==> src/rtl/rocket_launch_manager.sv <==
`default_nettype none
// ============================================================================
// Module   : rocket_launch_manager
// Purpose  : Allocator/launcher for a bank of single-rocket motion
//            controllers. Captures fire requests from the shooter, launches
//            the lowest free rocket slot, drives the shared spawn coordinates
//            and launch speed, retires slots on border/hit reports and
//            enforces a frame-based cooldown between launches.
// Ports    : clk           - system clock
//            reset         - asynchronous, active-high reset
//            startOfFrame  - one-clk pulse at frame start
//            fireRequest   - shooter fire level (rising edge = one shot)
//            shooterX/Y    - shooter top-left position (signed 11-bit)
//            reachedBorder - per-slot border report
//            rocketHit     - per-slot collision report
//            isActive      - per-slot active flag
//            initialX/Y    - spawn coordinates (shared by all slots)
//            initialSpeed  - launch speed (shared by all slots)
//            fireAccepted  - one-clk pulse on each launch
//            activeCount   - number of set isActive bits
// Revision : 1.0 - initial release
// ============================================================================
module rocket_launch_manager #(
    parameter int NUM_ROCKETS     = 4,
    parameter int COOLDOWN_FRAMES = 8,
    parameter int ROCKET_SPEED    = -256,
    parameter int X_OFFSET        = 14,
    parameter int Y_OFFSET        = -12
) (
    input  logic                    clk,
    input  logic                    reset,
    input  logic                    startOfFrame,
    input  logic                    fireRequest,
    input  logic signed [10:0]      shooterX,
    input  logic signed [10:0]      shooterY,
    input  logic [NUM_ROCKETS-1:0]  reachedBorder,
    input  logic [NUM_ROCKETS-1:0]  rocketHit,
    output logic [NUM_ROCKETS-1:0]  isActive,
    output logic signed [10:0]      initialX,
    output logic signed [10:0]      initialY,
    output logic signed [10:0]      initialSpeed,
    output logic                    fireAccepted,
    output logic [3:0]              activeCount
);

    localparam int CNT_W = (COOLDOWN_FRAMES < 2) ? 1 : $clog2(COOLDOWN_FRAMES + 1);

    localparam logic signed [10:0] c_x_offset = 11'(X_OFFSET);
    localparam logic signed [10:0] c_y_offset = 11'(Y_OFFSET);
    localparam logic signed [10:0] c_speed    = 11'(ROCKET_SPEED);
    localparam logic [CNT_W-1:0]   c_cool_load = CNT_W'(COOLDOWN_FRAMES);
    localparam logic [CNT_W-1:0]   c_cnt_one   = CNT_W'(1);

    typedef enum logic [0:0] {
        S_READY    = 1'b0,
        S_COOLDOWN = 1'b1
    } state_t;

    state_t                  r_state;
    logic                    r_fire_d;
    logic                    r_pending;
    logic [CNT_W-1:0]        r_cool_cnt;
    // Slot launched at the previous edge, and the one before that. A slot
    // flagged here ignores retire reports: its controller is still showing
    // the position of the previous flight.
    logic [NUM_ROCKETS-1:0]  r_guard0;
    logic [NUM_ROCKETS-1:0]  r_guard1;

    logic                    w_fire_edge;
    logic                    w_launch;
    logic [NUM_ROCKETS-1:0]  w_free;
    logic [NUM_ROCKETS-1:0]  w_lowest_free;
    logic [NUM_ROCKETS-1:0]  w_launch_oh;
    logic [NUM_ROCKETS-1:0]  w_retire;
    logic [NUM_ROCKETS-1:0]  w_next_active;
    logic [3:0]              w_next_count;

    assign w_fire_edge = fireRequest & ~r_fire_d;

    // Free means inactive at the start of this cycle, so a slot retiring now
    // spends at least one cycle low before it can be relaunched.
    assign w_free   = ~isActive;
    assign w_launch = (r_state == S_READY) && r_pending && (|w_free);

    // Lowest-index free slot, one-hot.
    always_comb begin
        w_lowest_free = '0;
        for (int i = NUM_ROCKETS - 1; i >= 0; i--) begin
            if (w_free[i]) begin
                w_lowest_free    = '0;
                w_lowest_free[i] = 1'b1;
            end
        end
    end

    assign w_launch_oh   = w_launch ? w_lowest_free : '0;
    assign w_retire      = isActive & (reachedBorder | rocketHit) & ~(r_guard0 | r_guard1);
    assign w_next_active = (isActive & ~w_retire) | w_launch_oh;

    always_comb begin
        w_next_count = '0;
        for (int i = 0; i < NUM_ROCKETS; i++) begin
            w_next_count = w_next_count + {3'b000, w_next_active[i]};
        end
    end

    always_ff @(posedge clk or posedge reset) begin
        if (reset) begin
            r_state      <= S_READY;
            r_fire_d     <= 1'b0;
            r_pending    <= 1'b0;
            r_cool_cnt   <= '0;
            r_guard0     <= '0;
            r_guard1     <= '0;
            isActive     <= '0;
            initialX     <= '0;
            initialY     <= '0;
            initialSpeed <= '0;
            fireAccepted <= 1'b0;
            activeCount  <= '0;
        end else begin
            r_fire_d     <= fireRequest;
            r_guard0     <= w_launch_oh;
            r_guard1     <= r_guard0;
            isActive     <= w_next_active;
            activeCount  <= w_next_count;
            fireAccepted <= w_launch;

            // Only one shot is ever queued; an edge arriving while a shot is
            // pending (including the launch cycle itself) is absorbed.
            if (w_launch) begin
                r_pending    <= 1'b0;
                initialX     <= shooterX + c_x_offset;
                initialY     <= shooterY + c_y_offset;
                initialSpeed <= c_speed;
            end else if (w_fire_edge) begin
                r_pending <= 1'b1;
            end

            case (r_state)
                S_READY: begin
                    if (w_launch && (COOLDOWN_FRAMES != 0)) begin
                        r_state    <= S_COOLDOWN;
                        r_cool_cnt <= c_cool_load;
                    end
                end
                S_COOLDOWN: begin
                    if (r_cool_cnt == '0) begin
                        r_state <= S_READY;
                    end else if (startOfFrame) begin
                        r_cool_cnt <= r_cool_cnt - c_cnt_one;
                    end
                end
                default: r_state <= S_READY;
            endcase
        end
    end

endmodule
`default_nettype wire

==> config.mk <==
export PLATFORM = sky130hd
export DESIGN_NAME = rocket_launch_manager
export DESIGN_NICKNAME = d
export VERILOG_FILES = /design/src/rtl/rocket_launch_manager.sv
export SDC_FILE = /design/constraint.sdc
export NUM_CORES = 1
export LEC_CHECK = 0
export ABC_CLOCK_PERIOD_IN_PS = 2450
export CAP_MARGIN = 5
export CELL_PAD_IN_SITES_DETAIL_PLACEMENT = 2
export CELL_PAD_IN_SITES_GLOBAL_PLACEMENT = 2
export CORE_ASPECT_RATIO = 1.4
export CORE_MARGIN = 2
export CORE_UTILIZATION = 26
export DETAILED_ROUTE_END_ITERATION = 10
export PLACE_DENSITY = 0.85
export SLEW_MARGIN = 20
export SYNTH_ARGS = -nofsm -noshare
export SYNTH_HDL_FRONTEND = slang
export SYNTH_SLANG_ARGS = --single-unit
==> constraint.sdc <==
create_clock -name clk -period 2.45 [get_ports clk]
set_input_delay 0.245 -clock clk [delete_from_list [all_inputs] [get_ports clk]]
set_output_delay 0.245 -clock clk [all_outputs]
set_load 0.02 [all_outputs]
Yosys cells after proc, flatten, opt, wreduce, memory -nomap -nowiden
Cells that the tools add are included.

Reduce and logical (&&, ||, !) cells: 6. Add/subtract/negate cells: 6. Bitwise gates (word level): 12. Multiplexer cells: 14. Eq/ne operators: 3. Shift-type cells: 0. Div/mod/pow operators: 0. Multipliers: 0. Order comparisons: 0.

Operators with widths (count): $mux W4 (8); $add A11 B5 Y11 const B (2); $and A4 B4 Y4 (3); $not A4 Y4 (3); $or A4 B4 Y4 (3); $pmux W4 S2 (1); $ne A2 B2 Y1 const B (3); $add A3 B1 Y4 (1); $logic_not A4 Y1 (1); $mux W1 (4); $reduce_or A4 Y1 (1); $sub A4 B1 Y4 const B (1); $add A2 B1 Y3 (1); $reduce_and A3 Y1 (1); $add A1 B1 Y2 (1); $logic_and A1 B1 Y1 (2); $not A1 Y1 (2); $pmux W1 S2 (1); $reduce_bool A2 Y1 (1); $and A1 B1 Y1 (1).

Logic and storage cells: 53. Bits in registers: 47. Bits in read-only memories: 0. Memories: 0. Output and inout port bits: 42. RAM bits: 0. Latch bits: 0. Input port bits: 34.

Longest topological paths before layout
Word-level depth: 10. Mapped depth: 8. Mapped depth without buffers: 7.

Worst setup path before layout
No wires, ideal clock.

Path type: reg-to-reg. Start: register isActive[2]. End: register activeCount[1]. Library setup time: 0.126 ns. Slack: 0.145 ns. Required time: 2.324 ns. Period minus slack after synthesis: 2.305 ns. Data arrival time: 2.180 ns. Cell stages (with the launch flop): 9. Path buffers: 2. Path through: dfrtp_1 > nand4_1 > nand3b_1 > clkbuf_8 > buf_2 > o21ai_0 > fa_1 > ha_1 > ha_1.

Longest elaborated chain between the ends: 9. Elaborated cells on any way between the ends: 15. Those cells by class: add/sub (3); mux (4); bitwise (6); reduce/logical (2).

Ends and longest elaborated chain: from (decl) (RTL line 38) `output logic [NUM_ROCKETS-1:0] isActive,`; from (signal assigned) (RTL line 125) `isActive <= w_next_active;`; $not A4 Y4 (*) (RTL line 82) `assign w_free = ~isActive;`; $mux W4 (3 in a row) (RTL line 89) `if (w_free[i]) begin`; $mux W4 (*) (RTL line 96) `assign w_launch_oh = w_launch ? w_lowest_free : '0;`; $or A4 B4 Y4 (*) (RTL line 98) `assign w_next_active = (isActive & ~w_retire) | w_launch_oh;`; named net w_next_active[0] (RTL line 75) `logic [NUM_ROCKETS-1:0] w_next_active;`; $add A1 B1 Y2 (*) (RTL line 103) `w_next_count = w_next_count + {3'b000, w_next_active[i]};`; $add A2 B1 Y3 (*) (RTL line 103); $add A3 B1 Y4 (*) (RTL line 103); named net w_next_count[1] (RTL line 76) `logic [3:0] w_next_count;`; to (signal assigned) (RTL line 126) `activeCount <= w_next_count;`; to (decl) (RTL line 43) `output logic [3:0] activeCount`.

Mark *: on every way through the listed nets, which the timed path passes. The rest lies on a longest branch. A chain may end at the register's enable or synchronous reset.

Worst setup path in the final report
Start: register isActive[0]. End: register activeCount[1].

Elaborated cells on any way between the ends: 13. Those cells by class: add/sub (3); mux (2); bitwise (6); reduce/logical (2).

RTL lines: $not A4 Y4 (*) (RTL line 82); $reduce_or A4 Y1 (RTL line 83) `assign w_launch = (r_state == S_READY) && r_pending && (|w_free);`; $logic_and A1 B1 Y1 (RTL line 83); $mux W4 (*) (RTL line 96); $or A4 B4 Y4 (*) (RTL line 98); named net w_next_active[3] (RTL line 75); $add A3 B1 Y4 (*) (RTL line 103); named net w_next_count[1] (RTL line 76).

Marked as above.

==> run metrics <==
gate count of the mapped netlist 191; count leader, synth dfrtp_1; number of global-route vias before repair 1719; Area Growth Syn to Fin 40.1%; Synth async-reset ratio 100%; Pleak 1.29 nW; yosys synthesis warning count 0; ant diodes 0; GR Layer Usage met2 23.1%; via count 1571; Final Setup Violations 0; H-tree Lvls 2; Seq/Total Area, Yosys 56.1%; Clk Latency, worst-skew pair 0.29 ns; CTS tree yes; grt ovf 0; Crit path required time 2.62 ns; Hold Buf Count CTS 0; number of antenna-violating nets in the routed design 0; DR vias/cell 4.38; Hold Violations, Final 0; Clock Skew 0.00545 ns; Post-synth EDFFs 0; CP Class register to register; post-synth top area cell dfrtp_1; fin cells 359; synthesis-stage register bit count 46; Post-synth top cells 46 x dfrtp_1, 25 x nand2_1, 22 x o21ai_0, 12 x nor2_1, 11 x buf_4; Post-Syn Area per Cell 10.7 µm²; Post-CTS Setup Bufs 0; Tmin final 2.17 ns; CTS root buf clkbuf_8; initial antenna violation count 0; top_reg_cell synth dfrtp_1; Worst Path Buf+Inv 0; Crit. End Element register; grt met1 use 13.6%; CTS Buf Count 5; die height 109 µm; clock sinks 46; post-synth cell types 33; Max Buffers Root-to-Sink 2; max-slew violations 0; Max Clk Rate 460 MHz; Max FO, Critical Path 6; gpl congestion 0.718; Initial Util 26.6%; max cap viols 0; largest net degree at the start of global routing 47; Sum Neg Setup Slack 0 ns; placed cells 351; Mapped Area 0.00205 mm²; Pwr Density 1080 mW/mm²; total power 3.09 mW; DRC viols 0; layout filler cell count 877; relative slew slack 60.7%; post-DP HPWL 4.00 mm; worst slew pin tran 0.589 ns; port bufs 66; arrival time at the worst endpoint 2.35 ns; Synth top area share 56.1%; Max stage delay cell, worst path fa_1; global-route wire length before repair 8.24 mm; Die ar. 0.00863 mm²; RSZ-0062 raised after global routing no; drt total wl 4.99 mm; layout cells sized above 1 6.56%; Worst VDD drop 0.417 mV; Resize count post-CTS 0; met3 Use GR 3.06%; Core Rows 38; core footprint 0.00770 mm²; clock-pin slew on the worst setup and hold paths 0.08 ns; top-level port count 76; Crit path largest cell delay 0.50 ns; HP Class input pin to asynchronous set/reset pin; critical path cell sequence nand2_1 -> nor2_1 -> nand2_1 -> o21ai_0 -> fa_1 -> ha_1 -> ha_1; nets@finish 298; status complete, no violations; total track usage 12.3%; Die Width 79.1 µm; gr busiest metal met2; Critical Path Source Type register; cell family with most CP delay adder cells; TritonRoute pass-1 iters 4; Tcrit/Tclk final 88.7%; largest cells by area after synthesis dfrtp_1 56%, o21ai_0 5.4%, nand2_1 4.6%; drt wl/cell 13.9 µm; 1st-iter DRT viols 42
==> placed cells by master, fill, tap and decap left out <==
master,count
and4bb_2,1
nor3b_1,1
dfrtp_1,46
inv_1,8
clkbuf_8,5
nand2_1,25
ha_1,5
nor4_1,1
clkdlybuf4s50_1,66
bufinv_16,1
a211o_1,1
xnor2_1,7
nand2_2,1
inv_2,1
buf_4,2
conb_1,9
a21oi_1,2
o31ai_1,4
nand4_1,5
o311ai_1,1
nor3_1,6
and3_1,1
o21ai_1,1
nand2b_1,3
a22o_2,1
mux2_2,4
or4_4,1
nor2_1,12
o211ai_1,1
clkbuf_1,2
a21o_1,3
fa_1,1
nand3b_1,1
xor2_1,8
o21ai_0,22
==> power breakdown <==
group	internal, mW	switching [mW]
combinational	0.619	0.711
sequential	1.04	0.178
clock	0.305	0.243
total	1.96	1.13
==> state kept, by name, summed over array words and instances (netlist names) <==
register      count
fireAccepted      1
r_guard0          4
activeCount       3
initialX         11
r_guard1          4
r_cool_cnt        4
initialY         11
isActive          4
initialSpeed      1
r_pending         1
r_state           1
r_fire_d          1
==> kinds of logic after synthesis <==
| group | count (synthesis) | synth area share [%] |
|---|---|---|
| other | 1 | 0.183 |
| adder cells (fa/ha/maj) | 6 | 4.02 |
| AO/OA/AOI/OAI | 36 | 10.4 |
| multiplexers | 4 | 2.19 |
| buffers and inverters | 25 | 7.26 |
| AND/OR/NAND/NOR | 58 | 13.5 |
| flip-flops | 46 | 56.1 |
| XOR/XNOR | 15 | 6.40 |
==> per-layer routing <==
| layer | part of all wire, % | vias to the layer above |
|---|---|---|
| met2 | 55 | 44 |
| met3 | 4.5 | 2 |
| met4 | 0.34 | 0 |
| met5 | 0 | - |
| met1 | 40 | 770 |
| li1 | - | 755 |
==> area by class of cell <==
class	instances	area [µm²]	share of cell area, %
clock buffer	7	76.3	2.66
timing repair buffer	68	676	23.5
multi-input combinational	128	782	27.2
clock inverter	1	30.0	1.04
inverter	9	33.8	1.18
sequential	46	1150	40.1
tap	100	125	4.35
==> stage by stage <==
step	hold WS (ns)	instance area, µm²	util (%)	setup WS, ns
floorplan	0.276	2080	-	0.145
global placement	0.364	2770	35.9	0.229
detailed placement	0.370	2770	35.9	0.141
CTS	0.360	2870	37.3	0.239
global route	0.387	2870	37.3	0.0256
finish	0.341	2870	37.3	0.276
==> path summary, 6_finish.rpt <==
kind                              from              to  slack, ns  cells after the start
max                        isActive[0]  activeCount[1]       0.28                      7
min                              reset     r_guard1[2]       0.34                      2
max reg2reg                isActive[0]  activeCount[1]       0.28                      7
min reg2reg                r_guard0[2]     r_guard1[2]       0.38                      0
max in group asynchronous        reset    initialY[10]       1.44                      3
min in group clk           r_guard0[2]     r_guard1[2]       0.38                      0
No activity file was read; power rests on OpenSTA's default activity.
